[config.mk]
export PLATFORM = sky130hd
export DESIGN_NAME = interrupt_controller
export DESIGN_NICKNAME = d
export VERILOG_FILES = /design/src/rtl/interrupt_controller.sv
export SDC_FILE = /design/constraint.sdc
export NUM_CORES = 1
export LEC_CHECK = 0
export CAP_MARGIN = 20
export CORE_AREA = 8 8 57 59
export DETAILED_ROUTE_END_ITERATION = 10
export DIE_AREA = 0 0 65 67
export PLACE_DENSITY = 0.79
export REMOVE_ABC_BUFFERS = 1
export SYNTH_ARGS = -nofsm -noshare
export SYNTH_HDL_FRONTEND = slang
export SYNTH_SLANG_ARGS = --single-unit
[constraint.sdc]
create_clock -name i_clk -period 2.64 [get_ports i_clk]
set_clock_uncertainty 0.2 [all_clocks]
set_input_delay 0.528 -clock i_clk [delete_from_list [all_inputs] [get_ports i_clk]]
set_output_delay 0.528 -clock i_clk [all_outputs]
set_load 0.02 [all_outputs]
[src/rtl/interrupt_controller.sv]
// Prioritised, non-nesting interrupt controller with a three-state fetch handshake (idle, request, service).
// Define IRQ_EDGE_DETECT_EN for rising-edge capture of i_irq; the default build captures level-sensitively.
module interrupt_controller #(
    parameter int unsigned N_SRC      = 4,
    parameter logic [31:0] VEC_BASE   = 32'h0000_0100,
    parameter logic [31:0] VEC_STRIDE = 32'd2,
    localparam int unsigned ID_W      = (N_SRC > 1) ? $clog2(N_SRC) : 1
) (
    input  logic              i_clk,
    input  logic              i_reset,
    input  logic [N_SRC-1:0]  i_irq,
    input  logic              i_mask_we,
    input  logic [N_SRC-1:0]  i_mask_data,
    input  logic              i_stall,
    input  logic              i_ack,
    input  logic              i_rti,
    output logic              o_interrupt_call,
    output logic [31:0]       o_vector,
    output logic [ID_W-1:0]   o_irq_id,
    output logic [N_SRC-1:0]  o_pending,
    output logic [N_SRC-1:0]  o_mask,
    output logic              o_in_service
);

    localparam logic [1:0] ST_IDLE    = 2'd0;
    localparam logic [1:0] ST_REQUEST = 2'd1;
    localparam logic [1:0] ST_SERVICE = 2'd2;

    logic [1:0]       state;
    logic [N_SRC-1:0] set_vec;
    logic [N_SRC-1:0] clr_vec;
    logic [N_SRC-1:0] active;
    logic [ID_W-1:0]  sel_id;
    logic             any_active;
    logic             ack_take;

`ifdef IRQ_EDGE_DETECT_EN
    logic [N_SRC-1:0] irq_prev;

    always_ff @(posedge i_clk) begin
        if (i_reset) begin
            irq_prev <= '0;
        end else begin
            irq_prev <= i_irq;
        end
    end

    always_comb begin
        set_vec = i_irq & ~irq_prev;
    end
`else
    always_comb begin
        set_vec = i_irq;
    end
`endif

    always_comb begin
        ack_take = (state == ST_REQUEST) && i_ack && !i_stall;
        clr_vec  = '0;
        for (int unsigned i = 0; i < N_SRC; i++) begin
            clr_vec[i] = ack_take && (o_irq_id == ID_W'(i));
        end
    end

    // Arbitration uses the registered pending/mask, which yields the two-edge request latency
    // and delays the effect of a mask write by one cycle.
    always_comb begin
        active     = o_pending & ~o_mask;
        any_active = |active;
        sel_id     = '0;
        for (int unsigned i = N_SRC; i > 0; i--) begin
            if (active[i-1]) begin
                sel_id = ID_W'(i - 1);
            end
        end
    end

    always_ff @(posedge i_clk) begin
        if (i_reset) begin
            state            <= ST_IDLE;
            o_pending        <= '0;
            o_mask           <= '0;
            o_irq_id         <= '0;
            o_vector         <= VEC_BASE;
            o_interrupt_call <= 1'b0;
            o_in_service     <= 1'b0;
        end else begin
            // Set is applied after clear so a same-cycle set keeps the bit.
            o_pending <= (o_pending & ~clr_vec) | set_vec;
            if (i_mask_we) begin
                o_mask <= i_mask_data;
            end
            case (state)
                ST_IDLE: begin
                    if (any_active) begin
                        state            <= ST_REQUEST;
                        o_irq_id         <= sel_id;
                        o_vector         <= VEC_BASE + 32'(sel_id) * VEC_STRIDE;
                        o_interrupt_call <= 1'b1;
                    end
                end
                ST_REQUEST: begin
                    if (ack_take) begin
                        state            <= ST_SERVICE;
                        o_interrupt_call <= 1'b0;
                        o_in_service     <= 1'b1;
                    end
                end
                ST_SERVICE: begin
                    if (i_rti) begin
                        state        <= ST_IDLE;
                        o_in_service <= 1'b0;
                    end
                end
                default: begin
                    state            <= ST_IDLE;
                    o_interrupt_call <= 1'b0;
                    o_in_service     <= 1'b0;
                end
            endcase
        end
    end

endmodule
==> impl_results.md <==
- Crit path buf inv count: 1
- Final setup vio count: 0
- Ys Warns: 0
- N_diodes: 0
- Drt via density: 4.19
- Number of flops mapped to enable cells by yosys: 0
- Total Wirelength: 1850 um
- Total GRT Usage: 8.54%
- DP HPWL: 1540 um
- Storage cell area: 280 sq um
- Initial antenna violation count: 0
- Compound-gate portion of the synthesized area: 9.88%
- Post-CTS Hold Fix Bufs: 0
- VDD IR-drop max: 0.270 mV
- PwrDens: 536 nW/um^2
- Post-layout minimum cycle time: 2.11 ns
- Full die area: 4360 sq um
- Synth top area cells: dfxtp_1 (34%), buf_4 (29%), mux2i_1 (6.0%), a21oi_1 (4.8%), nand2b_1 (4.5%)
- Multi-input gate area: 405 sq um
- Drc violations: 0
- Type of the tightest min-delay check: reg -> reg
- Clock buffer count from CTS: 3
- CP max FO: 7
- Most frequent cells after synthesis: buf_4 (32), dfxtp_1 (14), nor2_1 (9), a21oi_1 (8), nand2b_1 (6)
- Post-CTS sizing: 0
- Largest family of logic cells by synthesized area: buffers and inverters
- Clock buffer depth: 2
- Delay-heaviest family, CP: buffers and inverters
- I/O Buffers: 27
- Largest net degree at the start of global routing: 16
- Cells after Synth: 101
- RD Place Congestion: 0.702
- Gr ovfl total: 0
- DR pass1 iterations: 4
- Status: complete, no violations
- Top-count cell post-synth: buf_4
- Final WS setup: 0.529 ns
- Req. time, crit path: 1.91 ns
- Crit-path max cell delay: 0.66 ns
- Simple-Gate Fraction of Synth Area: 19.2%
- CP max-delay cell: clkdlybuf4s50_1
- Worst-path clk slew: 0.08 ns
- Starting Density: 35.3%
- Sequential-to-total area share from yosys stat: 33.5%
- Worst setup SP type: register
- RSZ-0062 raised after global routing: false
- # Max-Cap Violations: 0
- Synth Area in XOR/XNOR: 0%
- Area share of the largest cell type after synthesis: 33.5%
- Synth Area per Inst: 8.28 sq um
- Starting DRT DRC Count: 17
- Top FF cell, synth: dfxtp_1
- First-pass GRT wire length: 2950 um
- Clock latency on the worst-skew pair: 0.28 ns
- CTS tree: done
- Routed len/inst: 11.8 um
- Antenna Nets Post-Route: 0
- Leak: 0.456 nW
- Postcts setup bufs: 0
- Fin. Hold Viols: 0
- Adder-Cell Fraction of Synth Area: 0%
- Syn Std Cell Area: 836 sq um
- CTS sink count: 14
- Final Slew Violations: 0
- DIE HEIGHT: 67 um
- Count of cell types in the netlist: 22
- Layout area overhead: 24.1%
- Share of cells above drive strength 1: 3.17%
- Setup_tns: 0 ns
- DR vias: 653
- Pre-CTS setup slack: 0.566 ns
- Area leader, netlist: dfxtp_1
- Tcrit/Tclk final: 80.0%
- Setup crit end kind: output port
- Share of flip-flops with an asynchronous set or reset: 0%
- Core ar.: 2360 sq um
- Chip width: 65 um
- IO Pins: 58
- Worst EP arrival: 1.38 ns
- Number of core rows: 18
- H-tree levels: 1
- Yosys reg bits: 14
- CTS root buf: clkbuf_4
- Critical path class: reg -> out
- Vias in the first global route: 687
- Fmax: 474 MHz
- Layout net count: 141
- Fillers: 251
- Crit-path cells: clkdlybuf4s50_1
- Post-synthesis mux area share: 5.99%
==> where the power goes <==
group | internal (mW) | leakage [nW] | switching, mW
registers | 0.228 | 0.116 | 0.0165
logic | 0.0650 | 0.319 | 0.0948
clock network | 0.0839 | 0.0210 | 0.0684
total | 0.377 | 0.456 | 0.180
==> cell families (layout without fill, tap and decap cells) <==
kind of cell | Yosys count | count (layout)
flops | 14 | 14
simple gates | 29 | 29
mux | 5 | 5
compound gates | 15 | 15
other cells | 2 | 30
buf+inv | 36 | 33
==> cell type report <==
class / count / area share (%)
sequential: 14 / 27.0
timing repair buffer: 27 / 26.1
tap: 30 / 3.62
multi-input combinational: 79 / 39.1
inverter: 2 / 0.724
clock buffer: 4 / 3.50
==> state kept, by name, summed over array words and instances (netlist names) <==
signal,count
state,2
o_irq_id,2
o_pending,4
o_mask,4
o_interrupt_call,1
o_in_service,1
==> through the flow <==
stage | power [mW] | hold WS [ns] | instances | util (%) | cell area (sq um)
detailed placement | 0.408 | 0.250 | 152 | 42.3 | 1000
floorplan | 0.340 | 0.271 | 95 | - | 693
CTS | 0.561 | 0.262 | 156 | 43.9 | 1040
global route | 0.589 | 0.292 | 156 | 43.9 | 1040
finish | 0.556 | 0.258 | 156 | 43.9 | 1040
global placement | 0.405 | 0.249 | 152 | 42.3 | 1000
==> tightest hold or removal path: stages, from the launching register on <==
cell and delay, ns:
dfxtp_1 0.31, nand2_1 0.05, a21oi_1 0.05
==> cell usage in the layout (no fill, tap or decap) <==
cell,count
nand4_1,1
nor2_1,9
and4bb_1,1
o21ai_0,3
or3_1,1
conb_1,30
a21oi_1,8
clkdlybuf4s50_1,27
nand2b_1,6
nand3_1,1
mux2i_1,5
nand3b_1,1
inv_1,2
nor2b_1,2
a211oi_1,1
nand4bb_1,1
clkbuf_4,3
clkbuf_8,1
nand2_1,5
or3b_1,1
a2111oi_1,1
dfxtp_1,14
o21ai_1,2
==> layer usage <==
layer  routed length [um]  vias to the layer above  track usage (%)
met1                  744                      288             8.52
met4                   31                        0             4.09
met2                  792                       42             14.3
met5                    0                        -                0
li1                     -                      318                -
met3                  276                        5             4.70
==> path summary, 6_finish.rpt <==
check                           cells after the start                            end                     startpoint  slack [ns]
worst min register to register                      2  o_interrupt_call$_SDFFE_PP0P_  o_interrupt_call$_SDFFE_PP0P_        0.26
worst max-delay path                                1                    o_irq_id[0]       o_irq_id[0]$_SDFFE_PP0P_        0.53
worst max register to register                      4        o_pending[0]$_SDFF_PP0_          state[0]$_SDFFE_PP0P_        1.16
worst min-delay path                                2  o_interrupt_call$_SDFFE_PP0P_  o_interrupt_call$_SDFFE_PP0P_        0.26
No activity file was read; power rests on OpenSTA's default activity.
